$ cat config.mk
export PLATFORM = sky130hd
export DESIGN_NAME = vga_console_write_arbiter
export DESIGN_NICKNAME = d
export VERILOG_FILES = /design/src/rtl/vga_console_write_arbiter.sv
export SDC_FILE = /design/constraint.sdc
export NUM_CORES = 1
export LEC_CHECK = 0
export BUFFER_PORTS_ARGS = -buffer_cell sky130_fd_sc_hd__buf_2
export CORE_MARGIN = 1.5
export CORE_UTILIZATION = 30
export CTS_CLUSTER_DIAMETER = 100
export DETAILED_ROUTE_END_ITERATION = 10
export PLACE_DENSITY = 0.59
export SETUP_SLACK_MARGIN = 0.3
export SKIP_LAST_GASP = 1
export SLEW_MARGIN = 10
export SYNTH_ARGS = -nofsm -noshare
export SYNTH_HDL_FRONTEND = slang
export SYNTH_SLANG_ARGS = --single-unit
$ cat constraint.sdc
create_clock -name HCLK -period 5 [get_ports HCLK]
set_clock_uncertainty 0.2 [all_clocks]
set_input_delay 1.5 -clock HCLK [delete_from_list [all_inputs] [get_ports HCLK]]
set_output_delay 1.5 -clock HCLK [all_outputs]
set_load 0.01 [all_outputs]
$ cat src/rtl/vga_console_write_arbiter.sv
// AHB-Lite master sharing the VGA text-console character register between two
// byte-stream requesters, with round-robin grant, an idle gap after each write, and write/error counters.
module vga_console_write_arbiter #(
  parameter logic [31:0] VGA_ADDR = 32'h5000_0000,
  parameter int          MIN_GAP  = 2
) (
  input  logic        HCLK,
  input  logic        HRESETn,
  input  logic        req0_valid,
  input  logic [7:0]  req0_data,
  output logic        req0_ready,
  input  logic        req1_valid,
  input  logic [7:0]  req1_data,
  output logic        req1_ready,
  output logic [31:0] HADDR,
  output logic [1:0]  HTRANS,
  output logic        HWRITE,
  output logic [2:0]  HSIZE,
  output logic [31:0] HWDATA,
  input  logic        HREADY,
  input  logic        HRESP,
  output logic        busy,
  output logic [15:0] wr_count,
  output logic [7:0]  err_count,
  output logic        err_pulse,
  output logic [1:0]  state_dbg
);

  // Handshake: a character moves when reqN_valid && reqN_ready are both high at a
  // rising HCLK edge; ready is only offered in IDLE and never to both requesters at once.

  typedef enum logic [1:0] {
    IDLE = 2'd0,
    ADDR = 2'd1,
    DATA = 2'd2,
    GAP  = 2'd3
  } state_t;

  localparam logic [7:0] GAP_LOAD = (MIN_GAP > 0) ? 8'(MIN_GAP - 1) : 8'd0;

  state_t     state, state_nxt;
  logic       last_grant;
  logic [7:0] char_q;
  logic [7:0] gap_cnt;
  logic       grant0, grant1;
  logic       accept;

  // last_grant==1 means requester 1 went last, so requester 0 wins a tie.
  always_comb begin
    grant0 = req0_valid && (!req1_valid || last_grant);
    grant1 = req1_valid && (!req0_valid || !last_grant);
  end

  always_comb begin
    state_nxt  = state;
    req0_ready = 1'b0;
    req1_ready = 1'b0;
    HTRANS     = 2'b00;
    HWRITE     = 1'b0;
    HSIZE      = 3'b000;
    case (state)
      IDLE: begin
        req0_ready = grant0;
        req1_ready = grant1;
        if (grant0 || grant1) state_nxt = ADDR;
      end
      ADDR: begin
        HTRANS = 2'b10;
        HWRITE = 1'b1;
        HSIZE  = 3'b010;
        if (HREADY) state_nxt = DATA;
      end
      DATA: begin
        if (HREADY) state_nxt = (MIN_GAP > 0) ? GAP : IDLE;
      end
      GAP: begin
        if (gap_cnt == 8'd0) state_nxt = IDLE;
      end
      default: state_nxt = IDLE;
    endcase
  end

  assign accept    = req0_ready || req1_ready;
  assign busy      = (state != IDLE);
  assign state_dbg = state;

  always_ff @(posedge HCLK or negedge HRESETn) begin
    if (!HRESETn) begin
      state      <= IDLE;
      last_grant <= 1'b1;
      char_q     <= 8'd0;
      gap_cnt    <= 8'd0;
      HADDR      <= 32'd0;
      HWDATA     <= 32'd0;
      wr_count   <= 16'd0;
      err_count  <= 8'd0;
      err_pulse  <= 1'b0;
    end else begin
      state     <= state_nxt;
      err_pulse <= 1'b0;
      if (accept) begin
        char_q     <= req0_ready ? req0_data : req1_data;
        last_grant <= req1_ready;
        HADDR      <= VGA_ADDR;
      end
      if (state == ADDR && HREADY) HWDATA <= {24'd0, char_q};
      // An error response drops the character: no retry and no write count.
      if (state == DATA && HREADY) begin
        gap_cnt <= GAP_LOAD;
        if (HRESP) begin
          err_pulse <= 1'b1;
          if (err_count != 8'hFF) err_count <= err_count + 8'd1;
        end else begin
          wr_count <= wr_count + 16'd1;
        end
      end
      if (state == GAP && gap_cnt != 8'd0) gap_cnt <= gap_cnt - 8'd1;
    end
  end

endmodule

==> results.sh <==
export IMPL_first_global_vias=1764
export IMPL_path_clk_slew_ps=90
export IMPL_synth_most_common_cell="buf_4"
export IMPL_nets=374
export IMPL_htreeDepth=2
export IMPL_numCtsBuffers=5
export IMPL_cp_common_cell="buf_2"
export IMPL_finalWeightedCongestion=0.7724
export IMPL_drv_slew=0
export IMPL_cp_max_fo=9
export IMPL_synth_top_area_share_pct=44.65
export IMPL_worstPathArrival_ps=2180
export IMPL_grt_pass1_wl_um=8452
export IMPL_final_layout_size_suffix_gt1_share_pct=26.24
export IMPL_crit_slowest_cell="buf_4"
export IMPL_vdd_drop_max_mv=0.2817
export IMPL_tritoncts="built"
export IMPL_yosysTopAreaCell="dfrtp_1"
export IMPL_holdPathStages=1
export IMPL_cp_end_kind="primary output"
export IMPL_dp_cells=465
export IMPL_rr_worst_depth=4
export IMPL_start_util_pct=31.24
export IMPL_fp_dieH_um=101.6
export IMPL_num_vias=1964
export IMPL_ant_nets=0
export IMPL_synth_common_cells="buf_4 (60), dfrtp_1 (52), nand2_1 (19)"
export IMPL_async_reset_ff_share_pct=100.0
export IMPL_core_region_area_mm2=0.009328
export IMPL_drt_wl_total_um=5198
export IMPL_setup_viol=0
export IMPL_yosysWarnings=0
export IMPL_max_cap_violations=0
export IMPL_fmax_mhz=257.6
export IMPL_ys_types=40
export IMPL_clock_path_buffers=2
export IMPL_ys_seq_area_share_pct=45.56
export IMPL_min_to="wr_count[15]"
export IMPL_rsz0062_at_grt="no"
export IMPL_syn_area_per_cell_um2=10.52
export IMPL_period_share_pct=77.65
export IMPL_crit_path_cell_trace="buf_2 -> nand2_1 -> a21oi_1 -> buf_4 -> buf_2"
export IMPL_synth_flop_cell="dfrtp_1"
export IMPL_rows=35
export IMPL_tightest_slew_ps=991.9
export IMPL_drc_errors=0
export IMPL_crit_path_max_incr_delay_ps=220
export IMPL_synthCells=277
export IMPL_cts_root_buffer="clkbuf_8"
export IMPL_grt_ovfl_total=0
export IMPL_layout_min_cycle_time_ps=3883
export IMPL_hpwlAfterDp_um=3993
export IMPL_leakage_nw=1.690
export IMPL_grt_max_degree=29
export IMPL_drt_iter0_drc=29
export IMPL_post_cts_buffers=0
export IMPL_die_area_mm2=0.01031
export IMPL_r2r_setup_slack_ps=2190
export IMPL_critical_path_class="primary input to primary output"
export IMPL_finalHoldViolCount=0
export IMPL_worstReg2RegStart="gap_cnt[3]"
export IMPL_synth_area_mm2=0.002914
export IMPL_cts_hold_buf=0
export IMPL_ys_ff_latch=53
export IMPL_final_cell_count_no_fill=472
export IMPL_p_per_area_mw_per_mm2=478.9
export IMPL_cts_resized_gates=0
export IMPL_num_io_pins=122
export IMPL_worstPathRequired_ps=3300
export IMPL_dr_pass1_iters=4
export IMPL_port_buffers=64
export IMPL_via_per_inst=4.161
export IMPL_antenna_found_initial=0
export IMPL_synth_edf_count=0
export IMPL_grt_util_all_layers_pct=10.22
export IMPL_dieWidth_um=101.6
export IMPL_cts_sinks=53
export IMPL_maxSlewHeadroom_pct=33.15
export IMPL_setup_tns_ps=0
export IMPL_wl_per_cell_um=11.01
export IMPL_area_delta_synth_final_pct=11.89
export IMPL_r2r_end="state_dbg[1]"
export IMPL_startpoint_type="primary input"
export IMPL_hold_path_class="register to register"
export IMPL_worstHoldStart="wr_count[15]"
export IMPL_outcome="completed"
export IMPL_insertion_delay_ps=290
export IMPL_antennaDiodeCount=0
export IMPL_yosys_top_cells_area="dfrtp_1 (45%), buf_4 (15%), xnor2_1 (4.5%), ha_1 (3.9%), mux2_2 (3.9%)"
[logic make-up (layout without fill, tap and decap cells)]
logic type	Yosys count	count (layout)	synth area share [%]
xor+xnor	23	23	6.913
mux	20	20	7.342
other cells	1	57	0.1287
buf+inv	72	82	17.09
compound gates	32	32	7.042
simple gates	67	67	12.07
flops	53	53	45.56
fa+ha+maj	9	9	3.864
[layout by cell type (no fill, tap or decap), types with 2 or more instances in the layout]
master / instances
buf_2: 64
conb_1: 57
dfrtp_1: 52
nand2_1: 19
nand3_1: 15
xnor2_1: 15
o21ai_0: 12
mux2_2: 10
inv_1: 9
mux2i_1: 9
ha_1: 9
nor2_1: 8
xor2_1: 8
a21oi_1: 7
nand4_1: 5
clkbuf_8: 5
a21o_1: 4
nand2b_1: 4
and3_1: 3
or3_1: 3
nor4_1: 2
o21ai_1: 2
buf_4: 2
[cell type report]
cell class	count	area, um^2
fill	985	6067
timing repair buffer	66	335.3
tap	129	161.4
clock inverter	2	35.03
sequential	53	1328
inverter	9	33.78
clock buffer	5	68.82
multi-input combinational	208	1299
[stage by stage]
step | worst slack (ps) | hold WS [ps] | power [mW] | util, % | instance area (um^2)
after global routing | 1024 | 305.8 | 1.695 | 34.96 | 3261
after global placement | 1129 | 258.9 | 1.278 | 33.84 | 3157
final | 1117 | 272.3 | 1.562 | 34.96 | 3261
after detailed placement | 1118 | 260.2 | 1.298 | 33.84 | 3157
after floorplan | 1400 | 246.0 | 1.135 | - | 3124
after CTS | 1112 | 272.8 | 1.583 | 34.96 | 3261
[registers in the layout, indices dropped and copies added (netlist names)]
name	flops
last_grant	1
err_count	8
gap_cnt	8
state_dbg	2
HWDATA	8
wr_count	16
char_q	8
err_pulse	1
HADDR	1
[power breakdown]
part	switching (mW)	leakage (nW)	internal, mW
sequential	0.119	0.685	0.566
clock	0.132	0.0540	0.146
combinational	0.331	0.951	0.268
[worst max-delay path by stage]
stage / depth (start not counted) / slack (ps) / to / startpoint
finish: 5 / 1120 / req0_ready / req0_valid
global placement: 5 / 1130 / req0_ready / req0_valid
global route: 5 / 1020 / req0_ready / req0_valid
floorplan: 3 / 1400 / req0_ready / req0_valid
detailed placement: 5 / 1120 / req0_ready / req0_valid
CTS: 5 / 1110 / req0_ready / req0_valid
[critical path, delay by kind of cell]
family	cells	cell delay [ps]
buf+inv	3	490
compound gates	1	130
simple gates	1	70
[metal layers]
layer / track usage (%) / routed length (um) / vias to the layer above
met4: 2.244 / 15 / 0
met3: 2.484 / 333 / 2
met5: 0 / 0 / -
met2: 17.13 / 2453 / 76
met1: 13.38 / 2395 / 933
li1: - / - / 953
No activity file was read; power rests on OpenSTA's default activity.
